--- src/rtl/cordic_pkg.sv ---
// Shared widths, constants, state encoding and arctangent table for the
// vectoring-mode CORDIC block.
package cordic_pkg;

    localparam int DATA_W     = 14;
    localparam int INT_W      = 17;
    localparam int ANG_W      = 16;
    localparam int CNT_W      = 4;
    localparam int ITERATIONS = 15;
    localparam int HALF_PI    = 23052;

    localparam logic [1:0] QUAD_0 = 2'd0;
    localparam logic [1:0] QUAD_1 = 2'd1;
    localparam logic [1:0] QUAD_2 = 2'd2;
    localparam logic [1:0] QUAD_3 = 2'd3;

    typedef enum logic [1:0] {IDLE, ITER, DONE} state_t;

    // atan(2^-i) in units where 23052 == pi/2
    function automatic logic signed [INT_W-1:0] atan_lut(input logic [CNT_W-1:0] i);
        case (i)
            4'd0:    return 17'sd11526;
            4'd1:    return 17'sd6804;
            4'd2:    return 17'sd3595;
            4'd3:    return 17'sd1825;
            4'd4:    return 17'sd916;
            4'd5:    return 17'sd458;
            4'd6:    return 17'sd229;
            4'd7:    return 17'sd114;
            4'd8:    return 17'sd57;
            4'd9:    return 17'sd28;
            4'd10:   return 17'sd14;
            4'd11:   return 17'sd7;
            4'd12:   return 17'sd3;
            4'd13:   return 17'sd2;
            4'd14:   return 17'sd1;
            default: return '0;
        endcase
    endfunction

endpackage

--- src/rtl/vec_rotator.sv ---
// One vectoring micro-rotation: drives y toward zero and accumulates the
// rotated angle in z.
module vec_rotator
    import cordic_pkg::*;
(
    input  logic signed [INT_W-1:0] x,
    input  logic signed [INT_W-1:0] y,
    input  logic signed [INT_W-1:0] z,
    input  logic        [CNT_W-1:0] i,
    output logic signed [INT_W-1:0] x_nxt,
    output logic signed [INT_W-1:0] y_nxt,
    output logic signed [INT_W-1:0] z_nxt
);

    logic signed [INT_W-1:0] x_sh;
    logic signed [INT_W-1:0] y_sh;
    logic signed [INT_W-1:0] ang;

    assign x_sh = x >>> i;
    assign y_sh = y >>> i;
    assign ang  = atan_lut(i);

    always_comb begin
        if (!y[INT_W-1]) begin
            x_nxt = x + y_sh;
            y_nxt = y - x_sh;
            z_nxt = z + ang;
        end else begin
            x_nxt = x - y_sh;
            y_nxt = y + x_sh;
            z_nxt = z - ang;
        end
    end

endmodule

--- src/rtl/cordic_vector.sv ---
// Iterative vectoring CORDIC: folds (Xin, Yin) into quadrant 0, runs 15
// micro-rotations and reports scaled magnitude, in-quadrant phase and quadrant.
module cordic_vector
    import cordic_pkg::*;
(
    input  logic                     clk,
    input  logic                     rst,
    input  logic signed [DATA_W-1:0] Xin,
    input  logic signed [DATA_W-1:0] Yin,
    input  logic                     in_valid,
    output logic                     in_ready,
    output logic        [ANG_W-1:0]  mag_out,
    output logic        [ANG_W-1:0]  phase_out,
    output logic        [1:0]        quart_out,
    output logic                     out_valid,
    input  logic                     out_ready
);

    localparam logic [CNT_W-1:0] LAST_ITER = CNT_W'(ITERATIONS - 1);

    state_t state, state_nxt;

    logic signed [INT_W-1:0] x, y, z;
    logic signed [INT_W-1:0] x_nxt, y_nxt, z_nxt;
    logic signed [INT_W-1:0] x_ext, y_ext, x_fold, y_fold;
    logic        [CNT_W-1:0] i;
    logic        [1:0]       quart, quad;
    logic                    zero;

    // z would otherwise accumulate the whole LUT for a zero vector
    function automatic logic [ANG_W-1:0] sat_phase(input logic signed [INT_W-1:0] ang,
                                                   input logic is_zero);
        if (is_zero || ang[INT_W-1]) return '0;
        if (ang > INT_W'(HALF_PI)) return ANG_W'(HALF_PI);
        return ang[ANG_W-1:0];
    endfunction

    vec_rotator u_rot (
        .x     (x),
        .y     (y),
        .z     (z),
        .i     (i),
        .x_nxt (x_nxt),
        .y_nxt (y_nxt),
        .z_nxt (z_nxt)
    );

    assign x_ext = {{(INT_W-DATA_W){Xin[DATA_W-1]}}, Xin};
    assign y_ext = {{(INT_W-DATA_W){Yin[DATA_W-1]}}, Yin};

    always_comb begin
        quad   = QUAD_0;
        x_fold = x_ext;
        y_fold = y_ext;
        case ({Xin[DATA_W-1], Yin[DATA_W-1]})
            2'b10: begin quad = QUAD_1; x_fold = y_ext;  y_fold = -x_ext; end
            2'b11: begin quad = QUAD_2; x_fold = -x_ext; y_fold = -y_ext; end
            2'b01: begin quad = QUAD_3; x_fold = -y_ext; y_fold = x_ext;  end
            default: ;
        endcase
    end

    always_ff @(posedge clk) begin
        if (rst) state <= IDLE;
        else     state <= state_nxt;
    end

    always_comb begin
        state_nxt = state;
        case (state)
            IDLE:    if (in_valid)       state_nxt = ITER;
            ITER:    if (i == LAST_ITER) state_nxt = DONE;
            DONE:    if (out_ready)      state_nxt = IDLE;
            default:                     state_nxt = IDLE;
        endcase
    end

    assign in_ready  = (state == IDLE);
    assign out_valid = (state == DONE);

    always_ff @(posedge clk) begin
        if (rst) begin
            x         <= '0;
            y         <= '0;
            z         <= '0;
            i         <= '0;
            quart     <= '0;
            zero      <= 1'b0;
            mag_out   <= '0;
            phase_out <= '0;
            quart_out <= '0;
        end else begin
            case (state)
                IDLE: if (in_valid) begin
                    x     <= x_fold;
                    y     <= y_fold;
                    z     <= '0;
                    i     <= '0;
                    quart <= quad;
                    zero  <= (Xin == '0) && (Yin == '0);
                end
                ITER: begin
                    x <= x_nxt;
                    y <= y_nxt;
                    z <= z_nxt;
                    i <= i + 1'b1;
                    if (i == LAST_ITER) begin
                        mag_out   <= x_nxt[ANG_W-1:0];
                        phase_out <= sat_phase(z_nxt, zero);
                        quart_out <= quart;
                    end
                end
                default: ;
            endcase
        end
    end

endmodule
--- config.mk ---
export PLATFORM = sky130hd
export DESIGN_NAME = cordic_vector
export DESIGN_NICKNAME = d
export VERILOG_FILES = /design/src/rtl/cordic_pkg.sv /design/src/rtl/vec_rotator.sv /design/src/rtl/cordic_vector.sv
export SDC_FILE = /design/constraint.sdc
export NUM_CORES = 1
export LEC_CHECK = 0
export ABC_AREA = 0
export BUFFER_PORTS_ARGS = -buffer_cell sky130_fd_sc_hd__buf_2
export CAP_MARGIN = 10
export CORE_MARGIN = 2
export CORE_UTILIZATION = 25
export DETAILED_ROUTE_END_ITERATION = 6
export GPL_ROUTABILITY_DRIVEN = 0
export HOLD_SLACK_MARGIN = 0.1
export SYNTH_ARGS = -nofsm -noshare
export SYNTH_HDL_FRONTEND = slang
export SYNTH_SLANG_ARGS = --single-unit
--- constraint.sdc ---
create_clock -name clk -period 8.15 [get_ports clk]
set_input_delay 2.445 -clock clk [delete_from_list [all_inputs] [get_ports clk]]
set_output_delay 2.445 -clock clk [all_outputs]
set_load 0.01 [all_outputs]
==> qor.txt <==
Run status - finished clean
Fraction of layout cells with a size suffix above 1 - 0.123
Worst Setup SP - i[0]$_SDFFE_PP0P_
Slew @ Worst Pin - 1270 ps
H-tree depth - 3
Critical Path End Type - flop
Diodes inserted - 0
Max_cap viols - 0
I/O pin count - 68
Die width - 210 um
Detail Route Antenna Nets - 0
FF+latch count, synth - 108
CTS tree - done
Tmin final - 6120 ps
Detailed Route Iter0 Violations - 820
DR vias - 10,700
Min Hold Slack - 451 ps
Post-CTS Hold Buffers - 0
Main synth FF type - dfxtp_1
Final Hold Fails - 0
Post-CTS sizing - 0
Clock Sinks - 108
Initial antenna violation count - 1
Clock-pin slew on the worst setup and hold paths - 80 ps
Grt ovf - 0
Clock power share - 0.122
Max clock buf depth - 2
Worst setup margin - 2030 ps
EDFF count, synth - 0
Combinational Power Share - 0.679
Post-layout nets - 1,518
Full die area - 44,200 um^2
Req. time, crit path - 8420 ps
Sequential power share - 0.199
Final Non-Filler Cells - 1,961
Mapped Avg Cell Area - 7.56 um^2
R2r startpoint - i[0]$_SDFFE_PP0P_
Worst Path Max Fanout - 20
Crit path launch type - flop
Dpl ws - 2140 ps
Final period util - 0.750
P_leak - 4.59 nW
Pwr per Cell Area - 331 nW/um^2
Gate count after technology mapping - 1,409
Fmax - 164 MHz
Clk root buf - clkbuf_16
Clk_skew - 13.4 ps
Yosys warnings - 0
Asr flop ratio synth - 0
Pins Over Slew Limit - 0
Vias per std cell - 5.46
Slew margin rel. - 0.147
Peak VDD IR - 0.000182 V
Synthesized area - 10,600 um^2
First-pass GRT wire length - 55,300 um
Total negative slack - 0 ps
DR WL/cell - 17.6 um
Gr usage total - 0.154
Worst endpoint data arrival time - 6380 ps
Port buffer count - 67
Die Y - 210 um
Crit Path Class - flop to flop
Pin count of the biggest net entering global routing - 54
Initial Util - 0.254
Core area - 41,900 um^2
Internal - 1.97 mW
Switching share of power - 0.492
Post-Synthesis Net Count - 1,510
Vias in the first global route - 10,000
Dpl hpwl - 25,600 um
Area grow syn2layout - 10.4%
Cells after DPL - 1,945
Finished Core Util - 0.280
RSZ-0062 raised after global routing - false
Type of the worst min-delay path - flop to flop
Post CTS Setup Buffer Count - 0
Hold Crit Start - mag_out[10]$_SDFFE_PP0P_
Commonest non-fill, non-tap cell in the layout - nand2_1
Drc violations - 0
Placed instance area - 11,400 um^2
Synth unique cells - 81
Design area - 11,800 um^2
Rows - 75
Initial DRT Pass Iterations - 5
Routed wire length - 34,500 um
Total power - 3.89 mW
Most frequent cells in the layout - nand2_1, a21oi_1, nor2_1
Skew-Pair Late Insertion Delay - 360 ps
Net Switching - 1.91 mW
Inserted Clock Buffers - 9
Final-report setup violation count - 0
Sequential share of the synthesized area - 0.203
==> state kept, by name (all words and copies together) (netlist names), 2 cells and up <==
name,flops
i,4
phase_out,16
x,17
mag_out,16
quart_out,2
state,2
u_rot.ang,14
y,17
quart,2
z,17
==> layout make-up <==
class / count / area [um^2]
fillers: 4499 / 30200
multi-input cells: 1148 / 7890
flip-flops and latches: 108 / 2170
well taps: 539 / 674
repair buffers: 85 / 470
inverters: 65 / 244
clock buffers: 11 / 243
clock inverters: 5 / 67.6
==> power groups by stage <==
stage          logic, mW  clock network [mW]  registers, mW
6_report            2.64               0.475          0.774
5_1_grt             2.93               0.499          0.786
4_1_cts             2.61               0.484          0.767
3_5_place_dp        2.58                   0          0.780
3_3_place_gp        2.56                   0          0.777
2_1_floorplan       2.07                   0          0.690
==> cell usage after synthesis, drive strengths merged, types with 10 or more instances <==
master,n,area share
a22oi,24,0.017
or3,13,0.0076
a21o,22,0.016
a21oi,152,0.071
and2,12,0.0071
ha,66,0.078
nand3,30,0.014
clkbuf,69,0.024
inv,63,0.022
xor2,22,0.018
mux2,18,0.020
nor2,146,0.051
nand2,162,0.057
a221oi,20,0.016
a211oi,12,0.0085
mux4,33,0.070
nor2b,14,0.0082
mux2i,30,0.028
o211ai,14,0.0099
dfxtp,108,0.20
nand2b,10,0.0059
nor3,48,0.023
buf,19,0.010
nor3b,14,0.0099
a31oi,25,0.015
nor4,13,0.0076
o21ai,68,0.032
xnor2,55,0.045
==> per-layer routing <==
metal	vias up	wire length, um	global-route usage
li1	5190	-	-
met1	5149	15700	0.211
met2	311	15700	0.242
met3	60	1830	0.0226
met4	2	1120	0.0631
met5	-	13	0
==> cell families after synthesis <==
family                     count (synthesis)  share of synthesized area
and+or+nand+nor                          495                      0.216
AOI/OAI and AO/OA                        425                      0.257
buffers and inverters                    153                     0.0572
DFF                                      108                      0.203
muxes                                     81                      0.118
xor gates and xnor gates                  78                     0.0655
adders and majority gates                 69                     0.0832
==> worst paths after layout <==
kind | endpoint | slack (ps) | cells after the start
setup reg to reg | x[16]$_SDFFE_PP0P_ | 2030 | 17
setup / recovery | x[16]$_SDFFE_PP0P_ | 2030 | 17
hold reg to reg | mag_out[10]$_SDFFE_PP0P_ | 450 | 2
hold / removal | mag_out[10]$_SDFFE_PP0P_ | 450 | 2
==> critical path: stages, from the launching register on <==
cell	delay (ps)
dfxtp_2	560
buf_4	390
mux4_2	590
mux2_2	280
mux2_4	290
or4b_4	560
or4_4	560
or3_1	410
a31oi_1	190
o311ai_1	130
ha_1	350
or2_2	300
a21oi_1	150
a21oi_1	70
and4_1	200
a2111oi_0	480
xnor3_1	280
a221oi_1	220
Power figures use the tool's default switching activity.
